## src/rtl/fifo_pkg.sv

```systemverilog
// Shared FIFO definitions: default geometry and Gray/binary pointer conversion.
package fifo_pkg;

  localparam int unsigned FIFO_ADDRSIZE = 4;
  localparam int unsigned FIFO_DATASIZE = 8;

  // Only the low w bits of b take part; the result is zero above bit w-1.
  function automatic logic [31:0] bin2gray(input logic [31:0] b, input int unsigned w);
    logic [31:0] mask;
    logic [31:0] bm;
    mask = (w >= 32) ? '1 : ((32'd1 << w) - 32'd1);
    bm   = b & mask;
    return bm ^ (bm >> 1);
  endfunction

  // Prefix XOR from bit w-1 down to bit 0.
  function automatic logic [31:0] gray2bin(input logic [31:0] g, input int unsigned w);
    logic [31:0] b;
    logic        acc;
    b   = '0;
    acc = 1'b0;
    for (int i = 31; i >= 0; i--) begin
      if (i < int'(w)) begin
        acc  = acc ^ g[i];
        b[i] = acc;
      end
    end
    return b;
  endfunction

endpackage

```

## src/rtl/fwft_out_reg.sv

```systemverilog
// First-word-fall-through output register with a valid/ready handshake.
module fwft_out_reg
  import fifo_pkg::*;
#(
  parameter int unsigned DATASIZE = FIFO_DATASIZE
) (
  input  logic                clk,
  input  logic                rst_n,
  input  logic                pop,
  input  logic [DATASIZE-1:0] mem_rdata,
  input  logic                dout_ready,
  output logic [DATASIZE-1:0] dout,
  output logic                dout_valid
);

  logic [DATASIZE-1:0] dout_q, dout_d;
  logic                dout_valid_q, dout_valid_d;

  // A pop refills the register even while the current word is being accepted.
  always_comb begin
    dout_d       = dout_q;
    dout_valid_d = dout_valid_q;
    if (pop) begin
      dout_d       = mem_rdata;
      dout_valid_d = 1'b1;
    end else if (dout_ready && dout_valid_q) begin
      dout_valid_d = 1'b0;
    end
  end

  always_ff @(posedge clk) begin
    if (!rst_n) begin
      dout_q       <= '0;
      dout_valid_q <= 1'b0;
    end else begin
      dout_q       <= dout_d;
      dout_valid_q <= dout_valid_d;
    end
  end

  assign dout       = dout_q;
  assign dout_valid = dout_valid_q;

endmodule

```

## src/rtl/rptr_empty_fwft.sv

```systemverilog
// Read-side pointer, empty flag, fill level and FWFT output stage of the async FIFO.
// Define RPTR_ALMOST_EMPTY_EN to add the registered ralmost_empty output.
module rptr_empty_fwft
  import fifo_pkg::*;
#(
  parameter int unsigned ADDRSIZE  = FIFO_ADDRSIZE,
  parameter int unsigned DATASIZE  = FIFO_DATASIZE,
  parameter int unsigned AE_THRESH = 2
) (
  input  logic                rclk,
  input  logic                rrst_n,
  input  logic [ADDRSIZE:0]   rq2_wptr,
  output logic [ADDRSIZE-1:0] raddr,
  input  logic [DATASIZE-1:0] mem_rdata,
  output logic [ADDRSIZE:0]   rptr,
  output logic                rempty,
  output logic [DATASIZE-1:0] dout,
  output logic                dout_valid,
  input  logic                dout_ready,
  output logic [ADDRSIZE:0]   rlevel
`ifdef RPTR_ALMOST_EMPTY_EN
  ,
  output logic                ralmost_empty
`endif
);

  localparam int unsigned PW = ADDRSIZE + 1;

  if (AE_THRESH > (32'd1 << ADDRSIZE)) begin : g_thresh_chk
    $error("AE_THRESH exceeds FIFO depth");
  end

  logic [PW-1:0] rbin_q, rbin_d;
  logic [PW-1:0] rptr_q, rptr_d;
  logic [PW-1:0] rlevel_q, rlevel_d;
  logic [PW-1:0] wbin_c;
  logic          rempty_q, rempty_d;
  logic          pop_c;

  // Next pointer, empty and level all derive from the post-pop binary pointer.
  always_comb begin
    pop_c    = ~rempty_q & (~dout_valid | dout_ready);
    rbin_d   = rbin_q + PW'(pop_c);
    rptr_d   = PW'(bin2gray(32'(rbin_d), PW));
    rempty_d = (rptr_d == rq2_wptr);
    wbin_c   = PW'(gray2bin(32'(rq2_wptr), PW));
    rlevel_d = wbin_c - rbin_d;
  end

  always_ff @(posedge rclk) begin
    if (!rrst_n) begin
      rbin_q   <= '0;
      rptr_q   <= '0;
      rempty_q <= 1'b1;
      rlevel_q <= '0;
    end else begin
      rbin_q   <= rbin_d;
      rptr_q   <= rptr_d;
      rempty_q <= rempty_d;
      rlevel_q <= rlevel_d;
    end
  end

  assign raddr  = rbin_q[ADDRSIZE-1:0];
  assign rptr   = rptr_q;
  assign rempty = rempty_q;
  assign rlevel = rlevel_q;

`ifdef RPTR_ALMOST_EMPTY_EN
  logic ralmost_empty_q, ralmost_empty_d;

  always_comb begin
    ralmost_empty_d = (32'(rlevel_d) <= AE_THRESH);
  end

  always_ff @(posedge rclk) begin
    if (!rrst_n) begin
      ralmost_empty_q <= 1'b1;
    end else begin
      ralmost_empty_q <= ralmost_empty_d;
    end
  end

  assign ralmost_empty = ralmost_empty_q;
`endif

  fwft_out_reg #(
    .DATASIZE(DATASIZE)
  ) u_out (
    .clk       (rclk),
    .rst_n     (rrst_n),
    .pop       (pop_c),
    .mem_rdata (mem_rdata),
    .dout_ready(dout_ready),
    .dout      (dout),
    .dout_valid(dout_valid)
  );

endmodule

```

## config.mk

```make
export PLATFORM = sky130hd
export DESIGN_NAME = rptr_empty_fwft
export DESIGN_NICKNAME = d
export VERILOG_FILES = /design/src/rtl/fifo_pkg.sv /design/src/rtl/fwft_out_reg.sv /design/src/rtl/rptr_empty_fwft.sv
export SDC_FILE = /design/constraint.sdc
export NUM_CORES = 1
export LEC_CHECK = 0
export ABC_CLOCK_PERIOD_IN_PS = 2850
export CORE_UTILIZATION = 30
export DETAILED_ROUTE_END_ITERATION = 7
export PLACE_DENSITY = 0.7
export SETUP_SLACK_MARGIN = 0.5
export SLEW_MARGIN = 15
export SYNTH_ARGS = -nofsm -noshare
export SYNTH_HDL_FRONTEND = slang
export SYNTH_SLANG_ARGS = --single-unit
```

## constraint.sdc

```tcl
create_clock -name rclk -period 2.85 [get_ports rclk]
set_input_delay 0.4275 -clock rclk [delete_from_list [all_inputs] [get_ports rclk]]
set_output_delay 0.4275 -clock rclk [all_outputs]
set_load 0.01 [all_outputs]
```

==> out/metrics.csv, run 1 <==
metric,value,unit
chipHeight,64.2,um
synthCells,108,
clock_skew,0.00227,ns
avgSynthCellArea,10.8,um2
synth_top_area_share,41.3,%
syn-num-nets,130,
first_iter_violations,10,
firstDrtPassIters,4,
grt_pass1_vias,954,
areaGrowthSynthToFinish,69.0,%
grt_max_degree,25,
grt_usage,12.6,%
fin_ws,0.415,ns
r2r_slack,0.50,ns
synth-seq-area-share,41.3,%
finalMaxSlewViolations,0,
fmaxAchievable,411,MHz
clock-sinks,24,
row_count,22,
start_kind,input port,
setup_viol,0,
drc,0,
postCtsHoldBufs,0,
drv_cap,0,
synthTopCellsByArea,"dfxtp_1 41%, xnor2_1 8.3%, mux2i_1 6.9%",
yosys.area.top_type,dfxtp_1,
async_reset_ff_share,0,%
cts_buffer_depth,2,
path_class,in -> reg,
worst_pin_slew,0.669,ns
r2r_start,u_out.dout_valid$_SDFFE_PN0P_,
synth_ff_type,dfxtp_1,
ir_drop,0.000204,V
slowest_delay,0.33,ns
place.detailed.hpwl,1840,um
drt-total-wl,2480,um
final_cells,217,
hold_viol_final,0,
cts_buffers,3,
avgRoutedWirePerCell,11.4,um
die_w,64.2,um
critPathTopFamily,XOR/XNOR gates,
dp.cells,204,
cp-end-kind,flip-flop,
setup_tns,0,ns
r2r_cells,10,
layout-drive-gt1-share,30.2,%
hp-class,reg -> reg,
fin_area,0.00196,mm2
outcome,finished clean,
grt_setup_unrepaired,yes,
grt_overflow_total,0,
htree_levels,1,
finalCriticalPeriod,2.43,ns
clk_latency,0.27,ns
antennaDiodeCount,0,
clkTransAtPathRegs,0.08,ns
synth_edf_count,0,
root_buffer,clkbuf_8,
antenna_found_initial,0,
worstPathArrival,2.60,ns
timing.rr.end,rlevel[4]$_SDFF_PN0_,
worstPathMaxFanout,2,
die_area,0.00413,mm2
pre_cts_ws,-0.416,ns
antenna_left,0,
slew_headroom,55.3,%
path_cells,buf_8 -> xnor2_4 -> xnor2_4 -> xor2_2 -> xnor2_2 -> ha_4 -> inv_4 -> fa_2 -> a21o_1 -> maj3_2 -> xnor2_2 -> and2_1,
grt_pass1_wl,4020,um
post-synth-top-count-cell,dfxtp_1,
start_util,31.5,%
synth_seq_cells,24,
gp_congestion,0.806,
synth_cell_types,29,
io_buffers,39,
core_area,0.00369,mm2
power.density,481,mW/mm2
yosys-top-cells-count,"24 x dfxtp_1, 12 x nor2b_1, 11 x xnor2_1, 10 x and2_1",
yosys_warnings,0,
hold_start,u_out.dout[4]$_SDFFE_PN0P_,
p_leak,0.824,nW
critPathBufInv,2,
cp.required,3.01,ns
holdPathEnd,u_out.dout[4]$_SDFFE_PN0P_,
synth_area,0.00116,mm2
viasPerCell,4.24,
cts_tree,built,
vias,921,
ios,40,
dpl_cell_area,0.00178,mm2
post-route-period-util,85.4,%
final_nets,193,
cp_slowest_cell,fa_2,
hold_depth,2,
worst max-delay path by stage:
stage	to	startpoint	cells after the start
floorplan	rlevel[4]$_SDFF_PN0_	rq2_wptr[4]	11
global placement	rlevel[4]$_SDFF_PN0_	rq2_wptr[3]	12
detailed placement	rlevel[4]$_SDFF_PN0_	rq2_wptr[4]	12
CTS	rlevel[4]$_SDFF_PN0_	rq2_wptr[3]	12
global route	rlevel[4]$_SDFF_PN0_	rq2_wptr[4]	12
finish	rlevel[4]$_SDFF_PN0_	rq2_wptr[4]	12
per-layer routing:
metal  part of all wire (%)  routed length [um]  global-route usage (%)  vias to the layer above
li1                       -                   -                       -                      470
met1                     42                1050                    13.5                      419
met2                     51                1260                    23.7                       29
met3                    5.3                 132                    1.96                        3
met4                    1.7                  41                    5.83                        0
met5                      0                   0                       0                        -
cells in the final DEF (no fill, tap or decap), drive strengths merged, types with 3 or more instances in the layout:
master         netlist  layout
buf                  1      24
xor2                 9       9
inv                  5       5
clkbuf               2       3
ha                   5       5
clkdlybuf4s50        0      34
xnor2               12      12
and2                11      11
nor2b               12      12
dfxtp               24      24
mux2i                8       8
what timing repair did:
action                     in CTS  in global routing
resized for setup              27                  2
setup endpoints to repair       6                  1
buffers inserted                8                  2
pin swaps                      12                  9
stage by stage:
step / util (%) / hold slack, ns / power (mW)
detailed placement: 48.3 / 0.478 / 0.706
finish: 53.3 / 0.518 / 0.946
CTS: 52.5 / 0.530 / 0.952
floorplan: - / 0.501 / 0.562
global placement: 48.3 / 0.462 / 0.700
global route: 53.3 / 0.547 / 1.01
registers in the layout (all words and copies together), names as in the netlist:
register / flops
u_out.dout: 8
rbin_q: 5
rlevel: 5
rptr: 4
rempty: 1
u_out.dout_valid: 1
report_power, final:
part / leakage (nW) / internal [mW] / switching (mW)
clock: 0.0216 / 0.0946 / 0.102
combinational: 0.605 / 0.226 / 0.137
sequential: 0.198 / 0.370 / 0.0159
total: 0.824 / 0.690 / 0.255
logic make-up after synthesis:
group / count (synthesis) / share of synthesized area (%)
and+or+nand+nor: 32 / 16.6
adders and majority gates: 7 / 7.97
AOI/OAI and AO/OA: 6 / 4.52
buffers and inverters: 8 / 2.69
xor gates and xnor gates: 22 / 19.1
DFF: 24 / 41.3
muxes: 9 / 7.86
layout make-up:
cell class | count | area [um2]
clock buffers | 3 | 41.3
inverters | 5 | 23.8
fillers | 345 | 1720
multi-input cells | 76 | 795
repair buffers | 61 | 564
well taps | 48 | 60.1
flip-flops and latches | 24 | 480
worst reg2reg max path, cell delays in order (launching register included):
cell and delay [ns]:
dfxtp_1 0.40, nand2b_4 0.07, nor2b_4 0.13, ha_4 0.17
ha_4 0.27, inv_4 0.04, fa_2 0.38, a21o_1 0.16
maj3_2 0.32, xnor2_2 0.14, and2_1 0.16
Note: power is estimated with default switching activity, not from simulation.
==> run 2: changes to the inputs <==
--- a/config.mk
+++ b/config.mk
@@ -8,6 +8,7 @@
 export ABC_CLOCK_PERIOD_IN_PS = 2850
 export CORE_UTILIZATION = 30
 export DETAILED_ROUTE_END_ITERATION = 7
+export HOLD_SLACK_MARGIN = 0.03
 export PLACE_DENSITY = 0.7
 export SETUP_SLACK_MARGIN = 0.5
 export SLEW_MARGIN = 15
==> results of run 2 <==
The final DEF is identical to that of run 1; final timing and power are the same.
